**config.mk**
```make
export PLATFORM = sky130hd
export DESIGN_NAME = audio_event_sched
export DESIGN_NICKNAME = d
export VERILOG_FILES = /design/src/rtl/audio_pkg.sv /design/src/rtl/prio_enc.sv /design/src/rtl/audio_event_sched.sv
export SDC_FILE = /design/constraint.sdc
export NUM_CORES = 1
export LEC_CHECK = 0
export CORE_MARGIN = 1.5
export CORE_UTILIZATION = 37
export CTS_BUF_LIST = sky130_fd_sc_hd__clkbuf_2
export CTS_CLUSTER_SIZE = 40
export DETAILED_ROUTE_END_ITERATION = 6
export PLACE_DENSITY = 0.6
export REMOVE_ABC_BUFFERS = 1
export SKIP_CTS_REPAIR_TIMING = 1
export SYNTH_ARGS = -nofsm -noshare
export SYNTH_HDL_FRONTEND = slang
export SYNTH_SLANG_ARGS = --single-unit
```
**constraint.sdc**
```tcl
create_clock -name clk -period 3 [get_ports clk]
set_clock_uncertainty 0.1 [all_clocks]
set_input_delay 0.6 -clock clk [delete_from_list [all_inputs] [get_ports clk]]
set_output_delay 0.6 -clock clk [all_outputs]
set_load 0.01 [all_outputs]
```
**src/rtl/audio_pkg.sv**
```systemverilog
// Shared types and helpers for the audio event scheduler.
// Latency: none (declarations only).
// Backpressure: not applicable.
package audio_pkg;

  // Scheduler FSM states.
  typedef enum logic [1:0] {
    IDLE = 2'd0,
    PLAY = 2'd1,
    HALT = 2'd2
  } sched_state_t;

  // Key driven on sound_key while nothing is playing.
  localparam int SILENT_KEY_DEF = 15;

  // Channel i is presented to the tone generator as key i+1, so key 0 is never a real sound.
  function automatic logic [7:0] key_of(input logic [2:0] idx);
    return {5'd0, idx} + 8'd1;
  endfunction

endpackage

```
**src/rtl/prio_enc.sv**
```systemverilog
// Lowest-set-bit priority encoder: idx = lowest asserted request index, vld = any request.
// Latency: purely combinational.
// Backpressure: not applicable.
//   req : request vector, bit 0 has the highest priority
//   idx : index of the lowest set bit (0 when vld is low)
//   vld : at least one bit of req is set
module prio_enc #(
  parameter int N  = 4,
  parameter int IW = 3
) (
  input  logic [N-1:0]  req,
  output logic [IW-1:0] idx,
  output logic          vld
);

  always_comb begin
    idx = '0;
    vld = |req;
    // Scan from the top down so the lowest set index is the last one written.
    for (int i = N - 1; i >= 0; i--) begin
      if (req[i]) idx = IW'(i);
    end
  end

endmodule

```
**src/rtl/audio_event_sched.sv**
```systemverilog
// Sound-event scheduler: queues request pulses as pending bits and plays one channel at a time for its tick duration.
// Latency: 1 clk from request (in IDLE) to sound_key; back-to-back hand-over has no silent cycle.
// Backpressure: none; requests that cannot play now are held as sticky pending bits (repeats coalesce).
//   clk, resetN      : clock and asynchronous active-low reset
//   slowClk          : one-clk-wide duration tick enable
//   event_req        : one-cycle request pulses, channel 0 highest priority
//   dur_table        : per-channel duration in ticks, channel i at [i*DUR_W +: DUR_W]
//   sound_key        : i+1 while channel i plays, else SILENT_KEY
//   playing/halted   : state flags; cur_evt = playing channel (0 when not playing)
//   start_pulse      : one clk whenever a sound starts or restarts
module audio_event_sched
  import audio_pkg::*;
#(
  parameter int NUM_EVENTS   = 4,
  parameter int DUR_W        = 4,
  parameter int KEY_W        = 4,
  parameter int SILENT_KEY   = SILENT_KEY_DEF,
  parameter int TERMINAL_EVT = 1,
  parameter int PREEMPT      = 1
) (
  input  logic                        clk,
  input  logic                        resetN,
  input  logic                        slowClk,
  input  logic [NUM_EVENTS-1:0]       event_req,
  input  logic [NUM_EVENTS*DUR_W-1:0] dur_table,
  output logic [KEY_W-1:0]            sound_key,
  output logic                        playing,
  output logic [2:0]                  cur_evt,
  output logic                        halted,
  output logic                        start_pulse
);

  localparam logic [2:0]            TERM_IDX = 3'(TERMINAL_EVT);
  localparam logic [NUM_EVENTS-1:0] TERM_BIT = NUM_EVENTS'(1) << TERMINAL_EVT;

  sched_state_t          state_q, state_d;
  logic [NUM_EVENTS-1:0] pending_q, pending_d;
  logic [DUR_W-1:0]      cnt_q, cnt_d;
  logic [2:0]            cur_q, cur_d;
  logic                  start_d;

  logic [KEY_W-1:0]      sound_key_q, sound_key_d;
  logic                  playing_q, playing_d;
  logic [2:0]            cur_evt_q, cur_evt_d;
  logic                  halted_q, halted_d;
  logic                  start_pulse_q;

  logic [NUM_EVENTS-1:0] req_all;
  logic [2:0]            sel;
  logic                  sel_vld;
  logic [NUM_EVENTS-1:0] sel_bit;
  logic [NUM_EVENTS-1:0] cur_bit;
  logic                  done;
  logic                  cur_is_term;
  logic [7:0]            key_full;

  // A zero duration would otherwise never complete; it plays as one tick.
  function automatic logic [DUR_W-1:0] dur_of(input logic [NUM_EVENTS*DUR_W-1:0] tbl,
                                               input logic [2:0] idx);
    logic [DUR_W-1:0] d;
    d = tbl[idx*DUR_W +: DUR_W];
    return (d == '0) ? DUR_W'(1) : d;
  endfunction

  assign req_all = pending_q | event_req;

  prio_enc #(.N(NUM_EVENTS), .IW(3)) u_prio_enc (
    .req (req_all),
    .idx (sel),
    .vld (sel_vld)
  );

  assign sel_bit     = NUM_EVENTS'(1) << sel;
  assign cur_bit     = NUM_EVENTS'(1) << cur_q;
  assign done        = slowClk && (cnt_q == DUR_W'(1));
  assign cur_is_term = (cur_q == TERM_IDX);

  always_comb begin
    state_d   = state_q;
    pending_d = pending_q;
    cnt_d     = cnt_q;
    cur_d     = cur_q;
    start_d   = 1'b0;

    case (state_q)
      IDLE: begin
        if (sel_vld) begin
          state_d   = PLAY;
          cur_d     = sel;
          cnt_d     = dur_of(dur_table, sel);
          pending_d = req_all & ~sel_bit;
          start_d   = 1'b1;
        end
      end

      PLAY: begin
        if (event_req[TERMINAL_EVT]) begin
          // Terminal request wins over everything; the aborted sound is dropped.
          cur_d     = TERM_IDX;
          cnt_d     = dur_of(dur_table, TERM_IDX);
          pending_d = pending_q | (event_req & ~TERM_BIT & ~cur_bit);
          start_d   = 1'b1;
        end else if ((PREEMPT != 0) && sel_vld && (sel < cur_q) && !cur_is_term) begin
          // Once the terminal sound runs, lower-index pending bits must never be serviced.
          cur_d     = sel;
          cnt_d     = dur_of(dur_table, sel);
          pending_d = req_all & ~sel_bit & ~cur_bit;
          start_d   = 1'b1;
        end else if ((event_req & cur_bit) != '0) begin
          // Retrigger of the playing channel: restart its duration, never queue it.
          cnt_d     = dur_of(dur_table, cur_q);
          pending_d = pending_q | (event_req & ~cur_bit);
          start_d   = 1'b1;
        end else if (done) begin
          if (cur_is_term) begin
            state_d   = HALT;
            cnt_d     = '0;
            pending_d = pending_q | event_req;
          end else if (sel_vld) begin
            cur_d     = sel;
            cnt_d     = dur_of(dur_table, sel);
            pending_d = req_all & ~sel_bit;
            start_d   = 1'b1;
          end else begin
            state_d = IDLE;
            cnt_d   = '0;
          end
        end else begin
          pending_d = pending_q | event_req;
          if (slowClk && (cnt_q > DUR_W'(1))) cnt_d = cnt_q - DUR_W'(1);
        end
      end

      HALT: begin
        // Absorbing: only resetN leaves this state.
      end

      default: begin
        state_d = IDLE;
      end
    endcase
  end

  // Outputs are registered from the next-state view so they change together with the state.
  always_comb begin
    key_full    = key_of(cur_d);
    playing_d   = (state_d == PLAY);
    halted_d    = (state_d == HALT);
    cur_evt_d   = playing_d ? cur_d : 3'd0;
    sound_key_d = playing_d ? key_full[KEY_W-1:0] : KEY_W'(SILENT_KEY);
  end

  always_ff @(posedge clk or negedge resetN) begin
    if (!resetN) begin
      state_q       <= IDLE;
      pending_q     <= '0;
      cnt_q         <= '0;
      cur_q         <= 3'd0;
      sound_key_q   <= KEY_W'(SILENT_KEY);
      playing_q     <= 1'b0;
      cur_evt_q     <= 3'd0;
      halted_q      <= 1'b0;
      start_pulse_q <= 1'b0;
    end else begin
      state_q       <= state_d;
      pending_q     <= pending_d;
      cnt_q         <= cnt_d;
      cur_q         <= cur_d;
      sound_key_q   <= sound_key_d;
      playing_q     <= playing_d;
      cur_evt_q     <= cur_evt_d;
      halted_q      <= halted_d;
      start_pulse_q <= start_d;
    end
  end

  assign sound_key   = sound_key_q;
  assign playing     = playing_q;
  assign cur_evt     = cur_evt_q;
  assign halted      = halted_q;
  assign start_pulse = start_pulse_q;

endmodule
```
Word level (Yosys, flattened, before mapping) --
Index checks and enable logic that the tools add are counted.
Word-level totals: bits of input ports 23, logic and storage cells 95, bits in registers 23
Operators by class: equality and inequality tests 8, shifts and indexed selects 4, add/subtract/negate cells 2, mux-type cells 47, bitwise gates (word level) 10, order comparisons 2, reduce and logical (&&, ||, !) cells 13
Operators by type and width (number):
- $mux 4 | 18
- $shiftx 16x6->4 | 2
- $mux 2 | 11
- $mux 3 | 7
- $and 4x4->4 | 5
- $pmux 4 s2 | 2
- $logic_not 4->1 | 3
- $or 4x4->4 | 3
- $not 4->4 | 2
- $shl 1x3->4 const A | 2
- $mux 1 | 6
- $ne 6x6->1 const B | 1
- $pmux 2 s3 | 1
- $pmux 3 s2 | 1
- $add 3x1->4 const B | 1
- $eq 2x1->1 const B | 2
- $eq 2x2->1 const B | 2
- $eq 4x1->1 const B | 1
- $gt 4x1->1 const B | 1
- $logic_and 1x1->1 | 4
- $reduce_bool 4->1 | 1
- $reduce_or 4->1 | 1
- $sub 4x1->4 const B | 1
- $eq 3x1->1 const B | 1
- other kinds (7) | 7

Depth between registers and ports, before layout --
depth after elaboration 15, depth in mapped cells 12, gate-level depth less buffers 11

Cells and area by module --
Synthesis repeated with hierarchy kept, for this count alone.
Unflattened totals: cell total of the unflattened synthesis 232, area, all modules 2222.1 sq um
Modules (own cells, without submodules):
- audio_event_sched | sequential area each 580.6 sq um, cells each 223, area each 2175.8 sq um, times used 1
- prio_enc | sequential area each 0.0 sq um, cells each 9, area each 46.3 sq um, times used 1

Worst setup path before layout --
No wires, ideal clock.
kind in2reg, start in event_req[2], end reg cnt_q[0], arrival time 2795 ps, required time 2775 ps, setup slack -20 ps, path buffers 0, cell stages on the path 8, path through nor4_4 > nor2_1 > ha_1 > or2b_2 > o221ai_1 > nand2_1 > o21ai_2 > mux2_2
On the way: cells in the longest elaborated chain, start to end 14
Ends and longest elaborated chain:
- start, declared | line audio_event_sched.sv:24 | input logic [NUM_EVENTS-1:0] event_req,
- $or 4x4->4 | line audio_event_sched.sv:65 | assign req_all = pending_q | event_req;
- $mux 2 (3 in a row) | line prio_enc.sv:21 | if (req[i]) idx = IW'(i);
- $shiftx 16x6->4 | line audio_event_sched.sv:61 | d = tbl[idx*DUR_W +: DUR_W];
- $logic_not 4->1 | line audio_event_sched.sv:62 | return (d == '0) ? DUR_W'(1) : d;
- $mux 4 | line audio_event_sched.sv:62
- $mux 4 | line audio_event_sched.sv:119 | end else if (sel_vld) begin
- $mux 4 | line audio_event_sched.sv:115 | if (cur_is_term) begin
- $mux 4 | line audio_event_sched.sv:114 | end else if (done) begin
- $mux 4 | line audio_event_sched.sv:109 | end else if ((event_req & cur_bit) != '0) begin
- $mux 4 | line audio_event_sched.sv:103 | end else if ((PREEMPT != 0) && sel_vld && (sel < cur_q) && !cur_is_term) begin
- $mux 4 | line audio_event_sched.sv:97 | if (event_req[TERMINAL_EVT]) begin
- $pmux 4 s2 | line audio_event_sched.sv:85 | case (state_q)
- end signal, assigned | line audio_event_sched.sv:167 | cnt_q <= cnt_d;
- end, declared | line audio_event_sched.sv:38 | logic [DUR_W-1:0] cnt_q, cnt_d;
Several ways; a longest one is shown, not always the timed one. The select of a mux whose other input is x is not followed. A chain may end at the register's enable or synchronous reset.

Final worst setup path --
start in event_req[0], end reg sound_key_q[3], in the netlist sound_key[3]
On the way: cells in the longest elaborated chain, start to end 11
Ends and longest elaborated chain:
- $or 4x4->4 | line audio_event_sched.sv:65
- $reduce_or 4->1 or $mux 2 (tied branches) | line prio_enc.sv:18, prio_enc.sv:21
- $mux 3 or $mux 2 (tied branches) | line audio_event_sched.sv:87, audio_event_sched.sv:119
- $mux 3 or $mux 2 (tied branches) | line audio_event_sched.sv:115
- $mux 3 or $mux 2 (tied branches) | line audio_event_sched.sv:114
- $mux 3 or $mux 2 (tied branches) | line audio_event_sched.sv:109
- $mux 3 or $mux 2 (tied branches) | line audio_event_sched.sv:103
- $mux 3 or $mux 2 (tied branches) | line audio_event_sched.sv:97
- $pmux 3 s2 or $pmux 2 s3 (tied branches) | line audio_event_sched.sv:85
- $add 3x1->4 or $eq 2x1->1 (tied branches) | line audio_pkg.sv:18, audio_event_sched.sv:147
- $mux 4 * | line audio_event_sched.sv:150 | sound_key_d = playing_d ? key_full[KEY_W-1:0] : KEY_W'(SILENT_KEY);
- net sound_key_d[3] | line audio_event_sched.sv:42 | logic [KEY_W-1:0] sound_key_q, sound_key_d;
- end signal, assigned | line audio_event_sched.sv:159 | sound_key_q <= KEY_W'(SILENT_KEY);
- end signal, assigned | line audio_event_sched.sv:169 | sound_key_q <= sound_key_d;
- end, declared | line audio_event_sched.sv:42
The timed path passes the listed nets; every way through them passes the cells marked *.

==> out/metrics.cfg <==
[critical_path]
r2r_start=pending_q[3]
path_max_fanout=5
critPathMaxStageDelay_ns=0.49
arrival_ns=3.11
worstRegToRegCells=9
cp_cell_sequence=clkdlybuf4s50_1 -> nor2_2 -> nand2_1 -> nor2_2 -> ha_1 -> or2b_2 -> o221a_4 -> or3_4 -> o211a_4 -> nor3_2 -> nand2b_1
cpLargestDelayFamily=simple AND/OR/NAND/NOR gates
path_class=input port to flip-flop
crit_path_top_delay_cell=clkdlybuf4s50_1
r2r_setup_slack_ns=0.15
start_kind=input port
worst-endpoint-required_ns=3.19
crit_path_end_kind=flip-flop
critPathBufInv=1
worstSetupStartpoint=event_req[0]
cp_common_cell=nor2_2
reg2reg_to=sound_key[3]

[floorplan]
start_util_pct=38.6
die_w_um=76.3
die_area_sq_um=5810
rows=26
dieHeight_um=76.3
io_pins=33
coreArea_sq_um=5140

[synthesis]
ys.flop_type=dfrtp_1
yosys-top-cells-area=dfrtp_1 24%, mux4_2 5.7%, dfstp_2 5.3%
yosys.area.top_type=dfrtp_1
synth_top_area_share_pct=23.9
synth_seq_area_share_pct=29.2
async_reset_ff_share_pct=100
synth-edff-count=0
ys_seq_elements=23
ys_types=66
syn_area_per_cell_sq_um=8.90
synth.cell_area_sq_um=1990
syn_inst=223
synth-warning-count=0

[global_routing]
gr-total-overflow=0
antenna_found_initial=0
grt_max_degree=24
grt_pass1_vias=1899
grt_first_pass_wirelength_mm=9.49
grt.total_usage_pct=20.2

[detailed_routing]
drt-pass1-iter-count=4
routed_wl_mm=5.44
wl_met3_um=248
top_layer_used=met4
drc=0
num_vias=1889
wl_met1_mm=2.56
ant_nets=0
routed_via_density=5.29
wl_met2_mm=2.59
drt-initial-drc-count=127
avgRoutedWirePerCell_um=15.2

[final_layout]
stdcell_count=357
layout.nets=314
layout_common_cells=38 x buf_4, 29 x clkdlybuf4s50_1, 24 x nor2_1, 21 x nand2_1, 20 x a21oi_1
fin_util_pct=50.9
final_common_cell=buf_4
syn2layout_area_growth_pct=31.8
fillers=535
antennaDiodeCount=0
layout-drive-gt1-share_pct=27.5

[clock_network]
clock_sinks=23
cts_tree=done
root_buffer=clkbuf_2
cts-buffers-inserted=3
clk_pin_slew_ns=0.25
cts_buffer_depth=2
h-tree-depth=1
clkLatencyLatePin_ns=0.36

[place]
gp_congestion=0.891
hpwl_mm=4.31
dpl.cell_count=353
port_buffers=32

[flow_run]
max_cap_viol_count=0

[pwr]
peakVddDrop_mv=0.132
leakage_uw=0.00108
p_per_area_nw_per_um2=251

[outcome]
status=finished clean

[min_path]
hold_path_class=input port to asynchronous set/reset pin

[sta]
fin_crit_sh_pct=97.4
tightest_slew_ns=0.600
fmax_mhz=342
hold_viol_final=0
maxSlewHeadroom_pct=60.0
maxSlewViolCount=0
setup_viol=0
fin_crit_ns=2.92

==> state kept, by name (all words and copies together), names as in the netlist <==
name and flops:
cnt_q 4, pending_q 4, state_q 2, halted 1
cur_evt 3, playing 1, start_pulse 1, cur_q 3
sound_key 4
==> kinds of logic (layout without fill, tap and decap cells) <==
group	Yosys count	count (layout)	share of synthesized area [%]
simple gates	88	88	25.0
buf+inv	19	83	6.43
flops	23	23	29.2
fa+ha+maj	3	3	1.89
xor+xnor	2	2	0.882
mux	10	10	8.32
compound gates	78	78	28.3
==> cell type report <==
type	instances	area [sq um]	share of cell area, %
Clock inverter	1	5.00	0.191
Sequential cell	23	582	22.2
Multi-Input combinational cell	181	1280	48.9
Clock buffer	3	15.0	0.574
Timing Repair Buffer	70	613	23.4
Tap cell	70	87.6	3.35
Inverter	9	33.8	1.29
==> where the power goes <==
group          internal (uW)  switching [uW]
Combinational            103            93.9
Sequential               318            8.89
Clock                   30.3             101
Total                    451             204
==> through the flow <==
step / hold slack, ns / area [sq um] / power, uW / TNS, ns / worst slack (ns)
2_1_floorplan: 0.204 / 1890 / 427 / -0.0201 / -0.0201
3_3_place_gp: 0.449 / 2580 / 527 / -4.41 / -0.376
3_5_place_dp: 0.464 / 2580 / 528 / -4.73 / -0.419
4_1_cts: 0.447 / 2610 / 662 / -0.0500 / -0.0403
5_1_grt: 0.427 / 2620 / 699 / -0.00530 / -0.00347
6_report: 0.442 / 2620 / 655 / 0 / 0.0784
==> worst max path at each step <==
stage / end / slack, ns / depth (start not counted)
floorplan: cnt_q[0] / -0.02 / 8
global placement: sound_key[3] / -0.38 / 10
detailed placement: sound_key[3] / -0.42 / 10
CTS: sound_key[3] / -0.04 / 10
global route: sound_key[3] / -0.003 / 11
finish: sound_key[3] / 0.08 / 11
==> synth_stat cells, types with 2 or more instances <==
cell type,number
a211oi_1,4
a21o_1,3
a21oi_1,20
a22oi_1,5
a31oi_1,2
and2_1,2
and2_2,3
buf_6,2
clkbuf_1,3
clkbuf_8,4
dfrtp_1,19
dfstp_2,4
ha_1,3
inv_1,8
mux2_2,2
mux2i_1,3
mux4_2,5
nand2_1,21
nand2b_1,5
nand3_1,2
nor2_1,25
nor2b_1,4
nor3_1,7
nor3_2,2
nor3b_1,3
nor4_4,2
o21ai_0,13
o21ai_1,2
o21ai_2,2
o22ai_1,2
o31ai_1,5
xnor2_1,2
==> routing by layer <==
layer,up-vias,global-route usage [%]
met5,-,0
met4,0,4.26
met3,4,2.87
met2,45,34.4
met1,881,27.2
li1,959,-
Note: power is estimated with default switching activity, not from simulation.
